### config.mk
export PLATFORM = sky130hd
export DESIGN_NAME = uart_top
export DESIGN_NICKNAME = d
export VERILOG_FILES = /design/src/rtl/uart_pkg.sv /design/src/rtl/uart_baud_cnt.sv /design/src/rtl/uart_top.sv
export SDC_FILE = /design/constraint.sdc
export NUM_CORES = 1
export LEC_CHECK = 0
export CORE_ASPECT_RATIO = 1.75
export CORE_MARGIN = 1.5
export CORE_UTILIZATION = 58
export DETAILED_ROUTE_END_ITERATION = 7
export GPL_TIMING_DRIVEN = 0
export PLACE_DENSITY_LB_ADDON = 0.3
export SLEW_MARGIN = 30
export SYNTH_ARGS = -nofsm -noshare
export SYNTH_HDL_FRONTEND = slang
export SYNTH_SLANG_ARGS = --single-unit
### constraint.sdc
create_clock -name i_clk -period 2.5 [get_ports i_clk]
set_clock_uncertainty 0.05 [all_clocks]
set_input_delay 0.25 -clock i_clk [delete_from_list [all_inputs] [get_ports i_clk]]
set_output_delay 0.25 -clock i_clk [all_outputs]
set_load 0.02 [all_outputs]
### src/rtl/uart_pkg.sv
// Shared definitions for the UART: state encoding used by both the transmit
// and receive state machines, and the mid-bit sampling offset helper.
package uart_pkg;

    typedef enum logic [1:0] {
        IDLE  = 2'd0,
        START = 2'd1,
        DATA  = 2'd2,
        STOP  = 2'd3
    } uart_state_t;

    // Offset from a detected start edge to the centre of the start bit
    function automatic int mid_bit(input int clk_size);
        return clk_size / 2;
    endfunction

endpackage

### src/rtl/uart_baud_cnt.sv
// Baud interval down-counter. A load reprograms the interval; the counter then
// runs down to zero and parks there, raising tick while it sits at zero.
module uart_baud_cnt
    import uart_pkg::*;
#(
    parameter int WIDTH_CLK = 9
) (
    input  logic                 clk,
    input  logic                 rst_n,
    input  logic                 load,
    input  logic [WIDTH_CLK-1:0] load_val,
    output logic                 tick
);

    logic [WIDTH_CLK-1:0] count;

    // Load takes priority; otherwise count down and hold at zero
    always_ff @(posedge clk or negedge rst_n) begin
        if (!rst_n) begin
            count <= '0;
        end else if (load) begin
            count <= load_val;
        end else if (count != '0) begin
            count <= count - 1'b1;
        end
    end

    assign tick = (count == '0);

endmodule

### src/rtl/uart_top.sv
// Full-duplex UART: independent transmitter and receiver sharing one clock,
// each paced by its own uart_baud_cnt instance.
// Optional build macro UART_FRAME_CHECK_EN adds o_ferr and drops frames whose
// stop sample is low; without it every frame is delivered.
module uart_top
    import uart_pkg::*;
#(
    parameter int WIDTH_DATA = 8,
    parameter int NB_STOP    = 2,
    parameter int WIDTH_CLK  = 9,
    parameter int CLK_SIZE   = 434
) (
    input  logic                  i_clk,
    input  logic                  i_nrst,
    input  logic                  i_rx,
    output logic                  o_tx,
    output logic [WIDTH_DATA-1:0] o_data,
    output logic                  o_rdy,
    input  logic                  i_re,
    output logic                  o_mty,
    input  logic                  i_we,
    input  logic [WIDTH_DATA-1:0] i_data
`ifdef UART_FRAME_CHECK_EN
    ,
    output logic                  o_ferr
`endif
);

    localparam int WIDTH_BIT  = $clog2(WIDTH_DATA + 1);
    localparam int WIDTH_STOP = $clog2(NB_STOP + 1);
    localparam logic [WIDTH_CLK-1:0]  BIT_LOAD  = WIDTH_CLK'(CLK_SIZE - 1);
    localparam logic [WIDTH_CLK-1:0]  MID_LOAD  = WIDTH_CLK'(mid_bit(CLK_SIZE) - 1);
    localparam logic [WIDTH_BIT-1:0]  LAST_BIT  = WIDTH_BIT'(WIDTH_DATA - 1);
    localparam logic [WIDTH_STOP-1:0] LAST_STOP = WIDTH_STOP'(NB_STOP - 1);

    // ---------------------------------------------------------------- TX
    uart_state_t           tx_state, tx_state_next;
    logic [WIDTH_DATA-1:0] tx_shift, tx_shift_next;
    logic [WIDTH_BIT-1:0]  tx_bit_cnt, tx_bit_next;
    logic [WIDTH_STOP-1:0] tx_stop_cnt, tx_stop_next;
    logic                  tx_line, tx_line_next;
    logic                  tx_load;
    logic                  tx_tick;

    uart_baud_cnt #(.WIDTH_CLK(WIDTH_CLK)) u_tx_baud (
        .clk      (i_clk),
        .rst_n    (i_nrst),
        .load     (tx_load),
        .load_val (BIT_LOAD),
        .tick     (tx_tick)
    );

    // Transmit state and the registered serial line
    always_ff @(posedge i_clk or negedge i_nrst) begin
        if (!i_nrst) begin
            tx_state    <= IDLE;
            tx_shift    <= '0;
            tx_bit_cnt  <= '0;
            tx_stop_cnt <= '0;
            tx_line     <= 1'b1;
        end else begin
            tx_state    <= tx_state_next;
            tx_shift    <= tx_shift_next;
            tx_bit_cnt  <= tx_bit_next;
            tx_stop_cnt <= tx_stop_next;
            tx_line     <= tx_line_next;
        end
    end

    // Transmit sequencing: accept a byte, then start, data LSB first, stop bits
    always_comb begin
        tx_state_next = tx_state;
        tx_shift_next = tx_shift;
        tx_bit_next   = tx_bit_cnt;
        tx_stop_next  = tx_stop_cnt;
        tx_line_next  = tx_line;
        tx_load       = 1'b0;
        case (tx_state)
            IDLE: begin
                tx_line_next = 1'b1;
                if (i_we) begin
                    tx_shift_next = i_data;
                    tx_line_next  = 1'b0;
                    tx_load       = 1'b1;
                    tx_state_next = START;
                end
            end
            START: begin
                if (tx_tick) begin
                    tx_line_next  = tx_shift[0];
                    tx_shift_next = {1'b0, tx_shift[WIDTH_DATA-1:1]};
                    tx_bit_next   = '0;
                    tx_load       = 1'b1;
                    tx_state_next = DATA;
                end
            end
            DATA: begin
                if (tx_tick) begin
                    tx_load = 1'b1;
                    if (tx_bit_cnt == LAST_BIT) begin
                        tx_line_next  = 1'b1;
                        tx_stop_next  = '0;
                        tx_state_next = STOP;
                    end else begin
                        tx_line_next  = tx_shift[0];
                        tx_shift_next = {1'b0, tx_shift[WIDTH_DATA-1:1]};
                        tx_bit_next   = tx_bit_cnt + 1'b1;
                    end
                end
            end
            STOP: begin
                if (tx_tick) begin
                    if (tx_stop_cnt == LAST_STOP) begin
                        tx_state_next = IDLE;
                    end else begin
                        tx_stop_next = tx_stop_cnt + 1'b1;
                        tx_load      = 1'b1;
                    end
                end
            end
            default: tx_state_next = IDLE;
        endcase
    end

    assign o_tx  = tx_line;
    assign o_mty = (tx_state == IDLE);

    // ---------------------------------------------------------------- RX
    logic                  rx_meta, rx_sync;
    uart_state_t           rx_state, rx_state_next;
    logic [WIDTH_DATA-1:0] rx_shift, rx_shift_next;
    logic [WIDTH_BIT-1:0]  rx_bit_cnt, rx_bit_next;
    logic                  rx_wait, rx_wait_next;
    logic [WIDTH_DATA-1:0] data_reg, data_next;
    logic                  rdy_reg, rdy_next;
    logic                  rx_load;
    logic [WIDTH_CLK-1:0]  rx_load_val;
    logic                  rx_tick;
    logic                  stop_sample;
`ifdef UART_FRAME_CHECK_EN
    logic                  ferr_reg, ferr_next;
`endif

    uart_baud_cnt #(.WIDTH_CLK(WIDTH_CLK)) u_rx_baud (
        .clk      (i_clk),
        .rst_n    (i_nrst),
        .load     (rx_load),
        .load_val (rx_load_val),
        .tick     (rx_tick)
    );

    // Two-flop synchronizer for the asynchronous receive pin, idling high
    always_ff @(posedge i_clk or negedge i_nrst) begin
        if (!i_nrst) begin
            rx_meta <= 1'b1;
            rx_sync <= 1'b1;
        end else begin
            rx_meta <= i_rx;
            rx_sync <= rx_meta;
        end
    end

    // Receive state plus the byte and valid flag presented to the host
    always_ff @(posedge i_clk or negedge i_nrst) begin
        if (!i_nrst) begin
            rx_state   <= IDLE;
            rx_shift   <= '0;
            rx_bit_cnt <= '0;
            rx_wait    <= 1'b0;
            data_reg   <= '0;
            rdy_reg    <= 1'b0;
`ifdef UART_FRAME_CHECK_EN
            ferr_reg   <= 1'b0;
`endif
        end else begin
            rx_state   <= rx_state_next;
            rx_shift   <= rx_shift_next;
            rx_bit_cnt <= rx_bit_next;
            rx_wait    <= rx_wait_next;
            data_reg   <= data_next;
            rdy_reg    <= rdy_next;
`ifdef UART_FRAME_CHECK_EN
            ferr_reg   <= ferr_next;
`endif
        end
    end

    // Receive sequencing: centre the start bit, sample data at bit centres, then stop
    always_comb begin
        rx_state_next = rx_state;
        rx_shift_next = rx_shift;
        rx_bit_next   = rx_bit_cnt;
        rx_wait_next  = rx_wait;
        rx_load       = 1'b0;
        rx_load_val   = BIT_LOAD;
        stop_sample   = 1'b0;
        case (rx_state)
            IDLE: begin
                if (rx_wait) begin
                    if (rx_sync) begin
                        rx_wait_next = 1'b0;
                    end
                end else if (!rx_sync) begin
                    rx_load       = 1'b1;
                    rx_load_val   = MID_LOAD;
                    rx_state_next = START;
                end
            end
            START: begin
                if (rx_tick) begin
                    if (rx_sync) begin
                        rx_state_next = IDLE;
                    end else begin
                        rx_load       = 1'b1;
                        rx_bit_next   = '0;
                        rx_state_next = DATA;
                    end
                end
            end
            DATA: begin
                if (rx_tick) begin
                    rx_shift_next = {rx_sync, rx_shift[WIDTH_DATA-1:1]};
                    rx_load       = 1'b1;
                    if (rx_bit_cnt == LAST_BIT) begin
                        rx_state_next = STOP;
                    end else begin
                        rx_bit_next = rx_bit_cnt + 1'b1;
                    end
                end
            end
            STOP: begin
                if (rx_tick) begin
                    stop_sample   = 1'b1;
                    rx_wait_next  = 1'b1;
                    rx_state_next = IDLE;
                end
            end
            default: rx_state_next = IDLE;
        endcase
    end

    // Host handshake: a read clears valid, a completed frame sets it and wins
    always_comb begin
        data_next = data_reg;
        rdy_next  = rdy_reg;
`ifdef UART_FRAME_CHECK_EN
        ferr_next = 1'b0;
`endif
        if (rdy_reg && i_re) begin
            rdy_next = 1'b0;
        end
        if (stop_sample) begin
`ifdef UART_FRAME_CHECK_EN
            if (rx_sync) begin
                data_next = rx_shift;
                rdy_next  = 1'b1;
            end else begin
                ferr_next = 1'b1;
            end
`else
            data_next = rx_shift;
            rdy_next  = 1'b1;
`endif
        end
    end

    assign o_data = data_reg;
    assign o_rdy  = rdy_reg;
`ifdef UART_FRAME_CHECK_EN
    assign o_ferr = ferr_reg;
`endif

endmodule

# Word level (Yosys, flattened, before mapping)
# Cells that the tools add are included.
# Widths: inputs -> output; s select.
# word_totals
reg_bits	61
input_bits	13
out_inout_bits	11
word_cells	132
# classes
addsub	5
n_eq_ne	25
n_mux	62
reduce_logical	25
# ops
cell	n
$mux 9	7
$mux 2	17
$mux 8	4
$ne 2x2->1 const B	15
$mux 4	7
$pmux 8 s3	1
$logic_not 9->1	2
$reduce_bool 9->1	2
$sub 9x1->9 const B	2
$mux 1	17
$pmux 2 s4	2
$pmux 4 s2	2
$reduce_and 5->1	3
$reduce_bool 2->1	7
$reduce_and 6->1	2
$pmux 1 s3	3
$add 4x1->4 const B	2
$eq 2x2->1 const B	4
$eq 4x3->1 const B	2
$eq 2x1->1 const B	3
$logic_not 2->1	2
$pmux 2 s2	1
$reduce_and 2->1	2
$reduce_and 4->1	1
other kinds (7)	7

# Logic depth before layout (Yosys ltp)
# logic_depth
depth_word	5
ltp_mapped	8
ltp_nobuf	6

# Modules after synthesis
# Synthesis repeated with hierarchy kept, for this count alone.
# hier_totals
cells_unflattened	295
hier_area_um2	3225.6
# by_module_without_submodules
mod	n_inst	cells_each	area_each_um2	seq_area_each_um2
uart_top	1	181	2157.1	1079.8
uart_baud_cnt	2	57	534.3	225.2

# Worst setup path before layout
# OpenSTA, ideal clock, no wires.
# synth_path
path_kind	reg2reg
startpoint	reg u_tx_baud.count[0]
endpoint	reg tx_shift[0]
setup_time_ns	0.128
arrival_ns	1.902
required_time_ns	2.322
setup_slack_ns	0.421
path_stages_with_launch	8
n_path_buf	1
period_less_slack_ns	2.079
path_cell_list	dfrtp_1 -> inv_1 -> ha_1 -> nor3b_2 -> nand3_1 -> a211o_1 -> buf_2 -> mux2_1
# synth_between
elab_chain_cells	3
elab_cells_between_ends	4
cone_classes	2 x eq/ne; 2 x reduce/logical
# synth_rtl
element	line	rtl
start, declared	uart_baud_cnt.sv:15	logic [WIDTH_CLK-1:0] count;
start signal, assigned	uart_baud_cnt.sv:22	count <= load_val;
start signal, assigned	uart_baud_cnt.sv:24	count <= count - 1'b1;
$logic_not 9->1 (*)	uart_baud_cnt.sv:28	assign tick = (count == '0);
$ne 2x2->1 (no source line)	-	
$reduce_and 5->1 (no source line) (*)	-	
end signal, assigned	uart_top.sv:63	tx_shift <= tx_shift_next;
end, declared	uart_top.sv:38	logic [WIDTH_DATA-1:0] tx_shift, tx_shift_next;
# Mark *: on every way between the ends. The rest lies on a longest branch, timed or not.
# A chain may end at the register's enable or synchronous reset.

# Worst setup path after layout
# layout_path
startpoint	reg u_tx_baud.count[0]
endpoint	reg tx_shift[3]
# The elaborated chain is that of the path after synthesis.

==> impl_metrics.yaml <==
cts:
  cts_tree: "built"
  clockBufferDepth: 2
  clk_pin_slew_worst_paths_ns: 0.07
  cts_setup_buffers: 0
  clock-sinks: 61
  htreeDepth: 3
  numCtsBuffers: 9
  clkLatencyLatePin_ns: 0.34
  cts_root_buffer: "clkbuf_8"
floorplanning:
  initial_core_util: 0.605
  design.die.area_sq_um: 5700
  die_w_um: 57.7
  pin_count: 24
  num_rows: 34
  die_h_um: 98.8
  coreArea_sq_um: 5020
yosys:
  postSynthCellCount: 270
  yosysUniqueCellTypes: 52
  synth_warnings: 0
  synth.yosys.seq_area_share: 0.503
  ys_ff_latch: 61
  netlist_area_sq_um: 3040
  syn_avg_cell_area_sq_um: 11.3
  async_flop_share: 1.00
  synthFlopType: "dfrtp_1"
  synth.net_count: 292
  synth_edf_count: 0
placement:
  io_buffers: 23
  hpwl_mm: 4.35
  dpl_cell_area_sq_um: 3360
  gp_congestion: 0.810
global_routing:
  grt_pass1_vias: 2291
  grt_pass1_wl_mm: 10.1
  grt_start_max_net_pins: 49
  grt_use_total: 0.234
  antenna_found_initial: 0
  grt-ovfl-total: 0
final_layout:
  finalInstanceArea_sq_um: 3610
  final_cell_mix: "58 x dfrtp_1, 25 x mux2_2, 22 x clkdlybuf4s50_1"
  syn2layout_area_growth_pct: 18.6
  multi_input_area_sq_um: 1440
  final_common_cell: "dfrtp_1"
  register_area_sq_um: 1530
  drive_above_1_share: 0.206
  final_util: 0.718
  num_antenna_cells: 0
  fin_nets: 328
  fill_cells: 350
timing:
  setup_violations: 0
  min_period_over_period: 0.922
  min_period_ns: 2.31
  drv_slew: 0
  finalHoldViolCount: 0
  slew_headroom: 0.400
  tightest_slew_ns: 0.892
  rsz0062_at_grt: "false"
  max_freq_mhz: 434
  fin_tns_setup_ns: 0
worst_setup_path:
  critPathBufInv: 2
  crit_slowest_cell: "dfrtp_1"
  required_ns: 2.67
  arrival_ns: 2.47
  startpoint: "u_tx_baud.count[0]"
  timing.rr.start: "u_tx_baud.count[0]"
  end_kind: "flop"
  max_stage_delay_ns: 0.40
  crit_chain: "inv_1 > ha_1 > nor3b_4 > nand3_2 > a211o_1 > buf_2 > mux2_1"
  crit_family: "simple AND/OR/NAND/NOR gates"
  crit_type: "flop to flop"
  cp-start-kind: "flop"
  path_max_fanout: 8
worst_hold_path:
  min_path_type: "input pin to asynchronous set/reset pin"
run_status:
  violations: "design-rule violations"
  status: "complete, but fails checks"
power:
  p_per_area_nw_per_um2: 555
  power.total_uw: 2000
  vdd_ir_drop_max_v: 0.000798
  power_leakage_uw: 0.00168
detailed_routing:
  drt_first_pass_iters: 6
  wl_per_cell_um: 16.2
  drt-initial-drc-count: 94
  vias: 2178
  post-route-drc-count: 2
  drt_wl_total_mm: 5.91
  ant_nets: 0
  vias_per_cell: 5.97
run:
  max_cap_violations: 0
==> cell families after synthesis <==
| logic type | Yosys count | share of synthesized area |
|---|---|---|
| AOI/OAI and AO/OA | 56 | 0.119 |
| DFF | 61 | 0.504 |
| muxes | 36 | 0.132 |
| adders and majority gates | 9 | 0.0371 |
| and+or+nand+nor | 85 | 0.174 |
| buffers and inverters | 21 | 0.0280 |
| xor gates and xnor gates | 2 | 0.00576 |
==> layout make-up <==
class / instances / share of cell area
Clock inverter: 7 / 0.0274
Multi-Input combinational cell: 188 / 0.398
Inverter: 15 / 0.0156
Clock buffer: 9 / 0.0344
Tap cell: 54 / 0.0187
Buffer: 6 / 0.00798
Timing Repair Buffer: 25 / 0.0736
Sequential cell: 61 / 0.424
==> registers in the layout, summed over array words and instances (netlist names), named ones only <==
signal and flops:
u_tx_baud.count 9, rx_meta 1, rx_shift 8, rx_state 1, o_data 8, u_rx_baud.count 9, rx_sync 1, rx_wait 1
tx_shift 8, tx_stop_cnt 2, tx_state 2, rx_bit_cnt 4, o_tx 1, o_rdy 1, tx_bit_cnt 4
==> path summary, 6_finish.rpt <==
check | slack, ns | cells after the start | to
setup reg to reg | 0.19 | 7 | tx_shift[3]
setup / recovery | 0.19 | 7 | tx_shift[3]
hold / removal | 0.25 | 2 | tx_shift[7]
max in group asynchronous | 1.61 | 3 | rx_meta
min in group i_clk | 0.27 | 1 | rx_meta
hold reg to reg | 0.31 | 0 | rx_sync
==> Yosys cell counts (all sizes together), types with 2 or more instances <==
| master | n | area share |
|---|---|---|
| nor2b | 3 | 0.0062 |
| nand2b | 8 | 0.016 |
| a21o | 2 | 0.0049 |
| o211ai | 3 | 0.0074 |
| a21oi | 14 | 0.023 |
| or3 | 2 | 0.0041 |
| a211oi | 3 | 0.0074 |
| a22o | 3 | 0.0086 |
| nand2 | 15 | 0.019 |
| nand3b | 4 | 0.0099 |
| clkbuf | 3 | 0.0037 |
| or2 | 3 | 0.0062 |
| ha | 9 | 0.037 |
| o31ai | 3 | 0.0091 |
| mux2i | 3 | 0.0099 |
| o21ai | 16 | 0.026 |
| nor2 | 12 | 0.015 |
| or3b | 2 | 0.0058 |
| mux2 | 33 | 0.12 |
| xnor2 | 2 | 0.0058 |
| nor3 | 7 | 0.013 |
| nor3b | 3 | 0.013 |
| dfrtp | 58 | 0.48 |
| buf | 3 | 0.0058 |
| nand4 | 5 | 0.010 |
| or4 | 3 | 0.0082 |
| nor4 | 4 | 0.0082 |
| dfstp | 3 | 0.026 |
| nand3 | 8 | 0.017 |
| a211o | 5 | 0.014 |
| inv | 15 | 0.019 |
==> layer usage <==
layer  routed length (um)  GRT usage
met5                    0          0
met1                 2270      0.223
met4                  159      0.131
met3                  153     0.0499
met2                 3330      0.440
==> metrics by stage <==
stage	std cells	hold slack (ns)	setup slack [ns]
after global routing	365	0.256	0.0625
final	365	0.245	0.194
after detailed placement	348	0.0689	0.0346
after floorplan	270	-0.0956	0.421
after CTS	365	0.238	0.0239
after global placement	347	0.298	-0.753
==> worst register-to-register path, delay by kind of cell, from the launching register on <==
family / cells / cell delay (ns)
compound gates: 1 / 0.32
fa+ha+maj: 1 / 0.21
buf+inv: 2 / 0.29
flops: 1 / 0.40
mux: 1 / 0.34
simple gates: 2 / 0.58
==> power by group <==
part	switching, uW	internal (uW)
clock	397	565
combinational	23.5	22.7
sequential	1.29	990
==> repair_timing <==
| action | 4_1_cts | 5_1_grt |
|---|---|---|
| gates resized for setup | 0 | 2 |
| hold endpoints to repair | 55 | 0 |
| hold buffers | 1 | 0 |
| setup endpoints to repair | 0 | 8 |
No activity file was read; power rests on OpenSTA's default activity.
